$ cat config.mk
export PLATFORM = sky130hd
export DESIGN_NAME = keypad_encoder_db_flat
export DESIGN_NICKNAME = d
export VERILOG_FILES = /design/src/rtl/keypad_encoder_db_if.sv /design/src/rtl/keypad_encoder_db.sv /design/src/flat_wrapper.sv
export SDC_FILE = /design/constraint.sdc
export NUM_CORES = 1
export LEC_CHECK = 0
export CAP_MARGIN = 20
export CORE_MARGIN = 2
export CORE_UTILIZATION = 38
export CTS_BUF_LIST = sky130_fd_sc_hd__clkbuf_8 sky130_fd_sc_hd__clkbuf_16
export CTS_CLUSTER_SIZE = 12
export DETAILED_ROUTE_END_ITERATION = 6
export SETUP_SLACK_MARGIN = 0.02
export SLEW_MARGIN = 10
export SYNTH_ARGS = -nofsm -noshare
export SYNTH_HDL_FRONTEND = slang
export SYNTH_SLANG_ARGS = --single-unit
$ cat constraint.sdc
create_clock -name i_clk -period 5.45 [get_ports i_clk]
set_input_delay 1.09 -clock i_clk [delete_from_list [all_inputs] [get_ports i_clk]]
set_output_delay 1.09 -clock i_clk [all_outputs]
set_load 0.02 [all_outputs]
$ cat src/rtl/keypad_encoder_db_if.sv
// Keypad encoder bus: raw key lines and controls in, code/entry buffer out.
interface keypad_encoder_db_if #(
  parameter int N_KEYS = 10,
  parameter int CODE_W = 4,
  parameter int DIGITS = 4
);
  localparam int CW = $clog2(DIGITS + 1);

  logic [N_KEYS-1:0]        keys;
  logic                     en;
  logic                     clear;
  logic [CODE_W-1:0]        code;
  logic                     key_valid;
  logic                     err;
  logic [DIGITS*CODE_W-1:0] digits;
  logic [CW-1:0]            count;
  logic                     full;

  // Panel side: drives key lines and controls, observes the entry state.
  modport master (
    output keys, en, clear,
    input  code, key_valid, err, digits, count, full
  );

  // Encoder side.
  modport slave (
    input  keys, en, clear,
    output code, key_valid, err, digits, count, full
  );
endinterface

$ cat src/rtl/keypad_encoder_db.sv
// Debounced one-hot keypad encoder with multi-key rejection and a digit
// entry buffer. One accepted digit per physical press; a full release is
// needed before the next press is considered.
module keypad_encoder_db #(
  parameter int N_KEYS    = 10,
  parameter int CODE_W    = 4,
  parameter int DB_CYCLES = 4,
  parameter int DIGITS    = 4
) (
  input  logic              i_clk,
  input  logic              i_rst,
  keypad_encoder_db_if.slave bus
);
  localparam int DW  = DIGITS * CODE_W;
  localparam int CW  = $clog2(DIGITS + 1);
  localparam int DBW = $clog2(DB_CYCLES + 1);

  // Counter value seen when the sample being consumed is the last one needed.
  localparam logic [DBW-1:0] DB_LAST  = DBW'(DB_CYCLES - 1);
  localparam logic [CW-1:0]  FULL_CNT = CW'(DIGITS);

  typedef enum logic [1:0] {
    S_IDLE     = 2'd0,
    S_DEBOUNCE = 2'd1,
    S_HOLD     = 2'd2
  } state_t;

  state_t            r_state, w_state_nxt;
  logic [N_KEYS-1:0] r_key_q;
  logic [N_KEYS-1:0] r_cand, w_cand_nxt;
  logic [DBW-1:0]    r_cnt, w_cnt_nxt;
  logic [DBW-1:0]    r_rcnt, w_rcnt_nxt;
  logic [CODE_W-1:0] r_code;
  logic              r_key_valid;
  logic              r_err;
  logic [DW-1:0]     r_digits;
  logic [CW-1:0]     r_count;

  logic              w_none, w_single, w_multi;
  logic              w_accept, w_err;
  logic [CODE_W-1:0] w_acc_code;

  // Binary index of the (single) set bit; zero when nothing is set.
  function automatic logic [CODE_W-1:0] f_index(input logic [N_KEYS-1:0] v);
    logic [CODE_W-1:0] r;
    r = '0;
    for (int i = 0; i < N_KEYS; i++)
      if (v[i]) r = CODE_W'(i);
    return r;
  endfunction

  // Classify the registered sample. Clearing the lowest set bit leaves zero
  // only for a one-hot value.
  always_comb begin
    w_none   = (r_key_q == '0);
    w_single = !w_none && ((r_key_q & (r_key_q - 1'b1)) == '0);
    w_multi  = !w_none && !w_single;
  end

  // Any accept happens while key_q equals the candidate, so encode key_q.
  assign w_acc_code = f_index(r_key_q);

  // Single register stage on the asynchronous key lines.
  always_ff @(posedge i_clk) begin
    if (i_rst) r_key_q <= '0;
    else       r_key_q <= bus.keys;
  end

  // FSM state and debounce/release counters.
  always_ff @(posedge i_clk) begin
    if (i_rst) begin
      r_state <= S_IDLE;
      r_cand  <= '0;
      r_cnt   <= '0;
      r_rcnt  <= '0;
    end else begin
      r_state <= w_state_nxt;
      r_cand  <= w_cand_nxt;
      r_cnt   <= w_cnt_nxt;
      r_rcnt  <= w_rcnt_nxt;
    end
  end

  // Next-state: debounce a single key, reject multi-key, wait for release.
  always_comb begin
    w_state_nxt = r_state;
    w_cand_nxt  = r_cand;
    w_cnt_nxt   = r_cnt;
    w_rcnt_nxt  = r_rcnt;
    w_accept    = 1'b0;
    w_err       = 1'b0;
    case (r_state)
      S_IDLE: begin
        if (bus.en && w_single) begin
          w_cand_nxt = r_key_q;
          w_cnt_nxt  = DBW'(1);
          if (DB_CYCLES == 1) w_accept    = 1'b1;
          else                w_state_nxt = S_DEBOUNCE;
        end else if (bus.en && w_multi) begin
          w_err       = 1'b1;
          w_state_nxt = S_HOLD;
          w_rcnt_nxt  = '0;
        end
      end
      S_DEBOUNCE: begin
        if (!bus.en) begin
          w_state_nxt = S_IDLE;
          w_cnt_nxt   = '0;
        end else if (r_key_q == r_cand) begin
          if (r_cnt == DB_LAST) w_accept  = 1'b1;
          else                  w_cnt_nxt = r_cnt + 1'b1;
        end else if (w_multi) begin
          w_err       = 1'b1;
          w_state_nxt = S_HOLD;
          w_cnt_nxt   = '0;
          w_rcnt_nxt  = '0;
        end else begin
          // Released or rolled onto another key: start over from idle.
          w_state_nxt = S_IDLE;
          w_cnt_nxt   = '0;
        end
      end
      S_HOLD: begin
        // Only a run of DB_CYCLES empty samples re-arms the encoder.
        if (w_none) begin
          if (r_rcnt == DB_LAST) begin
            w_state_nxt = S_IDLE;
            w_rcnt_nxt  = '0;
          end else begin
            w_rcnt_nxt = r_rcnt + 1'b1;
          end
        end else begin
          w_rcnt_nxt = '0;
        end
      end
      default: begin
        w_state_nxt = S_IDLE;
        w_cnt_nxt   = '0;
        w_rcnt_nxt  = '0;
      end
    endcase
    if (w_accept) begin
      w_state_nxt = S_HOLD;
      w_cnt_nxt   = '0;
      w_rcnt_nxt  = '0;
    end
  end

  // Output pulses and last accepted code.
  always_ff @(posedge i_clk) begin
    if (i_rst) begin
      r_code      <= '1;
      r_key_valid <= 1'b0;
      r_err       <= 1'b0;
    end else begin
      r_key_valid <= w_accept;
      r_err       <= w_err;
      if (w_accept) r_code <= w_acc_code;
    end
  end

  // Entry buffer: newest digit in the LSBs; clear wins over old contents
  // but still keeps a digit accepted on the same edge.
  always_ff @(posedge i_clk) begin
    if (i_rst) begin
      r_digits <= '0;
      r_count  <= '0;
    end else if (bus.clear) begin
      if (w_accept) begin
        r_digits <= DW'(w_acc_code);
        r_count  <= CW'(1);
      end else begin
        r_digits <= '0;
        r_count  <= '0;
      end
    end else if (w_accept) begin
      r_digits <= (r_digits << CODE_W) | DW'(w_acc_code);
      if (r_count != FULL_CNT) r_count <= r_count + 1'b1;
    end
  end

  assign bus.code      = r_code;
  assign bus.key_valid = r_key_valid;
  assign bus.err       = r_err;
  assign bus.digits    = r_digits;
  assign bus.count     = r_count;
  assign bus.full      = (r_count == FULL_CNT);

endmodule

$ cat src/flat_wrapper.sv
// flat-port wrapper written by rule: the top's interface ports become plain ports
module keypad_encoder_db_flat 
#(
  parameter int N_KEYS    = 10,
  parameter int CODE_W    = 4,
  parameter int DB_CYCLES = 4,
  parameter int DIGITS    = 4
)
  (i_clk, i_rst, bus_keys, bus_en, bus_clear, bus_code, bus_key_valid, bus_err, bus_digits, bus_count, bus_full);
  keypad_encoder_db_if #(.N_KEYS(N_KEYS), .CODE_W(CODE_W), .DIGITS(DIGITS)) bus_i ();
  input  logic i_clk;
  input  logic i_rst;
  input wire logic [$bits(bus_i.keys)-1:0] bus_keys;
  input wire logic [$bits(bus_i.en)-1:0] bus_en;
  input wire logic [$bits(bus_i.clear)-1:0] bus_clear;
  output wire logic [$bits(bus_i.code)-1:0] bus_code;
  output wire logic [$bits(bus_i.key_valid)-1:0] bus_key_valid;
  output wire logic [$bits(bus_i.err)-1:0] bus_err;
  output wire logic [$bits(bus_i.digits)-1:0] bus_digits;
  output wire logic [$bits(bus_i.count)-1:0] bus_count;
  output wire logic [$bits(bus_i.full)-1:0] bus_full;
  assign bus_i.keys = bus_keys;
  assign bus_i.en = bus_en;
  assign bus_i.clear = bus_clear;
  assign bus_code = bus_i.code;
  assign bus_key_valid = bus_i.key_valid;
  assign bus_err = bus_i.err;
  assign bus_digits = bus_i.digits;
  assign bus_count = bus_i.count;
  assign bus_full = bus_i.full;
  keypad_encoder_db #(.N_KEYS(N_KEYS), .CODE_W(CODE_W), .DB_CYCLES(DB_CYCLES), .DIGITS(DIGITS)) u_core (.i_clk(i_clk), .i_rst(i_rst), .bus(bus_i));
endmodule
======== Word-level counts from Yosys, hierarchy flattened ========
Index checks and enable logic that the tools add are counted.
operators by class
  add/sub/neg operators ................... 4
  equal/unequal tests ..................... 22
  mux-type cells .......................... 48
  bitwise logic cells ..................... 3
  reduce and logical (&&, ||, !) cells .... 18
operators with widths
  operator                                                number
  two-way mux 3 bit                                       18
  two-way mux 16 bit                                      2
  zero test 10 bit                                        2
  two-way mux 2 bit                                       10
  case mux 3 bit (3 select lines)                         2
  bitwise OR 16 x 4 -> 16 bit                             1
  two-way mux 4 bit                                       3
  two-way mux 1 bit                                       11
  AND 10 bit                                              1
  equality test 10 bit                                    1
  inequality test 2 x 1 -> 1 bit (second input constant)  5
  subtractor 10 x 1 -> 10 bit (second input constant)     1
  adder 3 x 1 -> 3 bit (second input constant)            3
  inequality test 3 x 1 -> 1 bit (second input constant)  3
  AND reduction 4 bit                                     2
  equality test 3 x 2 -> 1 bit (second input constant)    2
  inequality test 2 bit (second input constant)           3
  inequality test 3 bit (second input constant)           2
  case mux 2 bit (3 select lines)                         1
  AND reduction 5 bit                                     1
  logical AND 1 bit                                       4
  inequality test 4 x 1 -> 1 bit (second input constant)  1
  inequality test 4 x 3 -> 1 bit (second input constant)  1
  inequality test 4 bit (second input constant)           1
  other kinds (11)                                        14
word-level totals
  register bits after elaboration ......... 53
  input port bits ......................... 14
  output and inout bits ................... 26
  logic and storage cells ................. 106

======== Logic depth before layout (Yosys ltp) ========
  word-level depth ........................ 12
  gate-level depth with buffers ........... 8
  mapped depth without buffers ............ 7

======== Worst setup path after synthesis ========
Ideal clock, no wire load.
  path type ............................... input -> register
  start ................................... input port bus_en
  end ..................................... register u_core.r_digits[10] (netlist: u_core.bus.digits[10])
  library setup time ...................... 128 ps
  data arrival time ....................... 2,346 ps
  required time ........................... 5,322 ps
  setup slack ............................. 2,976 ps
  stages .................................. 6
  buffers on the path ..................... 1
  path through ............................ and3b_1 -> nand2_1 -> nand4b_1 -> clkbuf_1 -> mux2i_1 -> nor2_1
between the ends
  longest elaborated chain between the ends .. 3
RTL lines
  what                          line                      source
  start: declaration            flat_wrapper.sv:14        input wire logic [$bits(bus_i.en)-1:0] bus_en;
  two-way mux 1 bit             keypad_encoder_db.sv:106  if (!bus.en) begin
  two-way mux 1 bit             keypad_encoder_db.sv:92   case (r_state)
  nonzero test 2 bit (no line)  -
  end signal: assignment        keypad_encoder_db.sv:170  r_digits <= DW'(w_acc_code);
  end signal: assignment        keypad_encoder_db.sv:177  r_digits <= (r_digits << CODE_W) | DW'(w_acc_code);
  end: declaration              keypad_encoder_db.sv:36   logic [DW-1:0] r_digits;
No other way between the ends.
A chain may end at the register's enable or synchronous reset.

======== Worst setup path in the final report ========
  start ................................... input port bus_en
  end ..................................... register u_core.r_digits[2] (netlist: u_core.bus.digits[2])
between the ends
  longest elaborated chain between the ends .. 4
  elaborated cells between the ends (all ways) .. 5
  those cells by class .................... mux (4); reduce/logical (1)
RTL lines
  what                   line                      source
  two-way mux 1 bit (*)  keypad_encoder_db.sv:106
  two-way mux 1 bit (*)  keypad_encoder_db.sv:92
  two-way mux 4 bit      keypad_encoder_db.sv:169  if (w_accept) begin
  two-way mux 16 bit     keypad_encoder_db.sv:168  end else if (bus.clear) begin
Every way passes the cells marked *; elsewhere a longest branch is shown, timed or not.

==> results.yml <==
detailed_routing:
  post_drt_wl_per_cell_um: 12.4
  drc: 0
  dr.pass1.iters: 4
  avgViaCountPerCell: 4.98
  vias: 1807
  drt_wl_total_mm: 4.50
  drt_iter0_markers: 93
  antenna_left: 0
synth:
  synth_area_um2: 2320
  yosysWarnings: 0
  syn_avg_cell_area_um2: 9.18
  synth_simple_gate_area_share_pct: 22.9
  synthArstFlopShare_pct: 0
  seq_area_frac_synth_pct: 45.7
  synthMuxAreaShare_pct: 9.91
  synth_fa_ha_area_share_pct: 3.13
  ys.flop_type: "dfxtp_1"
  synthCells: 253
  synth_top_family_by_area: "simple AND/OR/NAND/NOR gates"
  syn_nets: 272
  synth-edff-count: 0
  synth_seq_cells: 53
  yosys.cell_types.count: 46
  synth_compound_area_share_pct: 10.8
  synth-xor-area-share_pct: 3.77
finish:
  final_common_cell: "dfxtp_1"
  multi_input_area_um2: 1170
  final_area_um2: 2880
  final_util_pct: 48.7
  nets: 306
  fillerInstances: 582
  drive_gt1_share_pct: 6.60
  syn_to_final_growth_pct: 24.2
  final-seq-area_um2: 1060
  n_antenna_cell: 0
  mostFrequentLayoutCells: "dfxtp_1, clkdlybuf4s50_1, nor2_1, mux2i_1"
power_and_ir_drop:
  p_leak_uw: 0.00118
  irDropWorstVdd_mv: 0.159
  power.density_nw_per_um2: 258
  finalPower_uw: 744
timing:
  rsz0062_at_grt: "no"
  clock.fmax_mhz: 360
  setup_viol: 0
  fin_crit_sh_pct: 50.9
  worst_slew_pin_slew_ns: 0.670
  fin_crit_ns: 2.78
  maxSlewHeadroom_pct: 54.9
  fin_setup_tns_ns: 0
  timing.final.max_slew_violations: 0
  hold_viol: 0
  skew_ns: 0.00618
grt:
  grt_pass1_vias: 1744
  gr-usage-all-layers_pct: 14.4
  grt_pass1_wl_mm: 7.58
  antenna_found_initial: 0
  grt_max_degree: 37
  grt-ovfl-total: 0
hold_path:
  min-delay-path-class: "reg2reg"
  worstHoldPathCells: 2
setup_path:
  crit_arrival_ns: 3.01
  startpoint_type: "input pin"
  rr_worst_depth: 6
  end_kind: "flop"
  path_class: "in2reg"
  worstPathMaxFanout: 17
  required_ns: 5.68
die:
  die_area_um2: 6750
  die_w_um: 82.2
  initial_core_util_pct: 39.2
  io_pins: 40
  core_region_area_um2: 5920
  die_h_um: 82.2
  num_rows: 28
clock_tree:
  cts.sinks: 53
  cts_setup_buffers: 0
  cts_tree: "yes"
  cts.repair.resized: 0
  root_buffer: "clkbuf_8"
  cts_buffers: 5
  worstSkewPairLatency_ns: 0.30
  cts_hold_buf: 0
  clock_path_buffers: 2
  ctsHtreeMaxLevel: 2
  clkTransAtPathRegs_ns: 0.09
placement:
  dp_hpwl_mm: 3.31
  portBuffers: 39
  globalplace.congestion: 0.792
  place_area_um2: 2770
run:
  drv_cap: 0
run_status:
  status: "finished, final reports clean"
[metrics by stage]
step | std cells | worst slack [ns] | hold slack [ns]
floorplan | 253 | 2.98 | 0.412
global placement | 355 | 2.44 | 0.435
detailed placement | 355 | 2.38 | 0.442
CTS | 363 | 2.66 | 0.459
global route | 363 | 2.51 | 0.474
finish | 363 | 2.67 | 0.459
[synthesized netlist by cell type, types with 2 or more instances]
cell type / number / area share (%)
a21oi_1: 14 / 3.0
o31ai_1: 2 / 0.65
nand3b_1: 4 / 1.3
nand2_1: 14 / 2.3
inv_1: 7 / 1.1
nand3_1: 2 / 0.43
o21ai_0: 8 / 1.7
nor4_1: 3 / 0.81
ha_1: 5 / 2.7
or2_2: 3 / 0.81
nand4_1: 2 / 0.54
a41o_1: 2 / 0.86
dfxtp_1: 53 / 46
a2111oi_0: 2 / 0.75
nor2b_1: 12 / 3.2
a31o_2: 2 / 0.75
xor2_1: 10 / 3.8
nor3_1: 11 / 2.4
clkbuf_1: 12 / 1.9
mux2i_1: 23 / 9.9
and4b_1: 2 / 0.86
nor2_1: 34 / 5.5
nand2b_1: 3 / 0.81
[where the power goes]
group,total (uW),switching [uW],internal (uW)
sequential,408,11.9,396
combinational,69.6,35.1,34.5
clock,267,119,148
total,744,166,578
[routing by layer]
layer / share of wire, % / routed length [um] / global-route usage, % / vias up
li1: - / - / - / 943
met1: 48 / 2170 / 18.3 / 831
met2: 47 / 2090 / 23.9 / 25
met3: 3.7 / 168 / 3.26 / 8
met4: 1.5 / 66 / 5.67 / 0
met5: 0 / 0 / 0 / -
[registers in the layout, summed over array words and instances (netlist names)]
register              cells
u_core.bus.code           4
u_core.bus.key_valid      1
u_core.bus.digits        16
u_core.r_state            2
u_core.bus.count          3
u_core.r_key_q           10
u_core.r_cand            10
u_core.r_rcnt             3
u_core.bus.err            1
u_core.r_cnt              3
[critical path, stage by stage]
cell,delay (ns)
clkdlybuf4s50_1,0.54
and3b_1,0.24
nand2_1,0.10
nand4b_1,0.17
buf_4,0.25
nor3_1,0.27
o21ai_0,0.18
a21oi_1,0.17
[worst paths after layout]
check / slack (ns) / start / endpoint
worst max register to register: 2.99 / u_core.r_key_q[3]$_SDFF_PP0_ / u_core.r_cnt[1]$_SDFFE_PP0P_
worst min-delay path: 0.46 / u_core.r_rcnt[2]$_SDFFE_PP0P_ / u_core.r_rcnt[2]$_SDFFE_PP0P_
worst min register to register: 0.46 / u_core.r_rcnt[2]$_SDFFE_PP0P_ / u_core.r_rcnt[2]$_SDFFE_PP0P_
worst max-delay path: 2.67 / bus_en / u_core.bus.digits[2]$_SDFFE_PP0P_
[logic make-up after synthesis]
logic type      count (synthesis)
compound gates                 38
fa+ha+maj                       6
buf+inv                        22
flops                          53
mux                            23
xor+xnor                       10
simple gates                  101
[area by class of cell]
type	count	share of cell area [%]
Clock buffer	6	2.86
Clock inverter	2	1.17
Inverter	7	0.911
Multi-Input combinational cell	178	40.7
Sequential cell	53	36.8
Tap cell	75	3.25
Timing Repair Buffer	42	14.3
Power figures use the tool's default switching activity.
==> patch: new RTL, same settings <==
`DB_CYCLES` is set to 4 in 2 places; all go to 8.
--- a/src/rtl/keypad_encoder_db.sv
+++ b/src/rtl/keypad_encoder_db.sv
@@ -5,5 +5,5 @@
   parameter int N_KEYS    = 10,
   parameter int CODE_W    = 4,
-  parameter int DB_CYCLES = 4,
+  parameter int DB_CYCLES = 8,
   parameter int DIGITS    = 4
 ) (
--- a/src/flat_wrapper.sv
+++ b/src/flat_wrapper.sv
@@ -4,5 +4,5 @@
   parameter int N_KEYS    = 10,
   parameter int CODE_W    = 4,
-  parameter int DB_CYCLES = 4,
+  parameter int DB_CYCLES = 8,
   parameter int DIGITS    = 4
 )
Function: changed (Yosys sat finds a counterexample within 10 cycles, from zero or initial values and one cycle with i_rst high).
==> patch against the unedited design <==
  * Count of clock-buffer cells in the layout decreased by 1
  * Worst setup slack got worse by 0.32 ns
  * Final area increased by 0.95%
  * Synthesized area increased by 2.6%
  * Via count increased by 9.6%
  * Sequential cell count increased by 2
  * Total power decreased by 5.6%
  * Largest power group unchanged
  * Critical endpoint unchanged
  * Routed wire length increased by 10%
==> patch: results (changes against the unedited design) <==
final hold slack=0.4642 ns (was 0.4587 ns); vias in the first global route=1804 (was 1744); Vias/cell=5.227 (was 4.978); R2R setup slack=2.85 ns (was 2.99 ns); Tmin final=3.092 ns (was 2.776 ns); DR WL met3=162 um (was 168 um); Iteration-0 DRC Markers=119 (was 93); Diodes inserted=0 (unchanged); Seq. pwr=422 uW (was 408 uW); DP Worst Slack=2.056 ns (was 2.378 ns); GRT Util Overall=0.1443 (was 0.1444); global-route wire length before repair=8.452 mm (was 7.583 mm); dpl cell area=2826 um^2 (was 2768 um^2); Max IR drop VDD=0.0001756 V (was 0.0001595 V); largest net degree at the start of global routing=34 (was 37); min-delay src=u_core.bus.digits[13] (was u_core.r_rcnt[2]); Hold EP=u_core.bus.digits[13] (was u_core.r_rcnt[2]); GPL Wtd Cong=0.7619 (was 0.7919); Mapped Nets=286 (was 272); synth cell count leaders=dfxtp_1, nand2_1, a21oi_1 (was dfxtp_1, nor2_1, mux2i_1); share of layout cells above drive strength 1=0.06579 (was 0.06597); CTS Buffer Depth=2 (unchanged); Post-Syn Instances=268 (was 253); CTS buffer count=5 (unchanged); Routed WL=4.968 mm (was 4.496 mm); sequential cell area fraction in the yosys report=0.4619 (was 0.4569); CP max stage cell=or4_4 (was clkdlybuf4s50_1); FILL cells=598 (was 582); Clock transition at path regs=0.09 ns (about the same); drt wl/cell=13.11 um (was 12.39 um); DR pass1 iterations=5 (was 4); Met1 Wirelength=2.443 mm (was 2.168 mm); Worst-Margin Slew=0.6965 ns (was 0.6699 ns); M2 GR Usage=0.2273 (was 0.2390); r2r startpoint=u_core.r_key_q[7] (was u_core.r_key_q[3]); Top delay family on crit path=simple AND/OR/NAND/NOR gates (was buffers and inverters); Critical Path AT=3.33 ns (was 3.01 ns); # nets final=321 (was 306); Layout Skew=0.008403 ns (was 0.006179 ns); Setup Buffers After CTS=0 (unchanged); DR WL met2=2.319 mm (was 2.094 mm); Hold Path Class=reg2reg (unchanged); residual DRC count=0 (unchanged); Synth cell types=44 (was 46); detailed placement HPWL=3.637 mm (was 3.306 mm); Max Fanout on Critical Path=26 (was 17); Ys Warns=0 (unchanged); met3 Usage GRT=0.03380 (was 0.03261); placed cells=371 (was 355); P_leak=0.001143 uW (was 0.001183 uW); P_sw=172.3 uW (was 166.4 uW); sw frac=0.2451 (was 0.2235); M1 GR Usage=0.1996 (was 0.1829); worst r2r path cells=5 (was 6); synth top area cells=dfxtp_1, a21oi_1, nand2_1, mux2i_1, xor2_1 (was dfxtp_1, mux2i_1, nor2_1, xor2_1, nor2b_1); global route overflow=0 (unchanged); outcome=finished, final reports clean (unchanged); max incr delay on CP=0.60 ns (was 0.54 ns); logic gate share of total power=0.095 (was 0.093); initial antenna violation count=0 (unchanged)
==> patch: changes by cell type after synthesis, sizes merged, moves of 3 or more <==
cell	change
a211o	+3
a211oi	+5
a21oi	+12
clkbuf	-3
mux2i	-13
nand2	+18
nor2	-13
nor3	-3
o21ai	-4
or3	+3
or4	+3
==> patch: cells by family (layout without fill, tap and decap cells) <==
group | Yosys count | after routing | share of synthesized area
adders and majority gates | 5 | 5 | 0.02520
and+or+nand+nor | 110 | 110 | 0.2404
buffers and inverters | 21 | 57 | 0.03779
xor gates and xnor gates | 10 | 10 | 0.03674
DFF | 55 | 55 | 0.4619
muxes | 10 | 10 | 0.04200
AOI/OAI and AO/OA | 57 | 57 | 0.1559
==> patch: cell type report <==
class	count	area, um^2	area share
flip-flops and latches	55	1101	0.3782
inverters	7	26.28	0.009025
clock inverters	3	16.27	0.005587
repair buffers	42	412.9	0.1418
clock buffers	5	68.82	0.02364
well taps	75	93.84	0.03223
multi-input cells	192	1192	0.4095
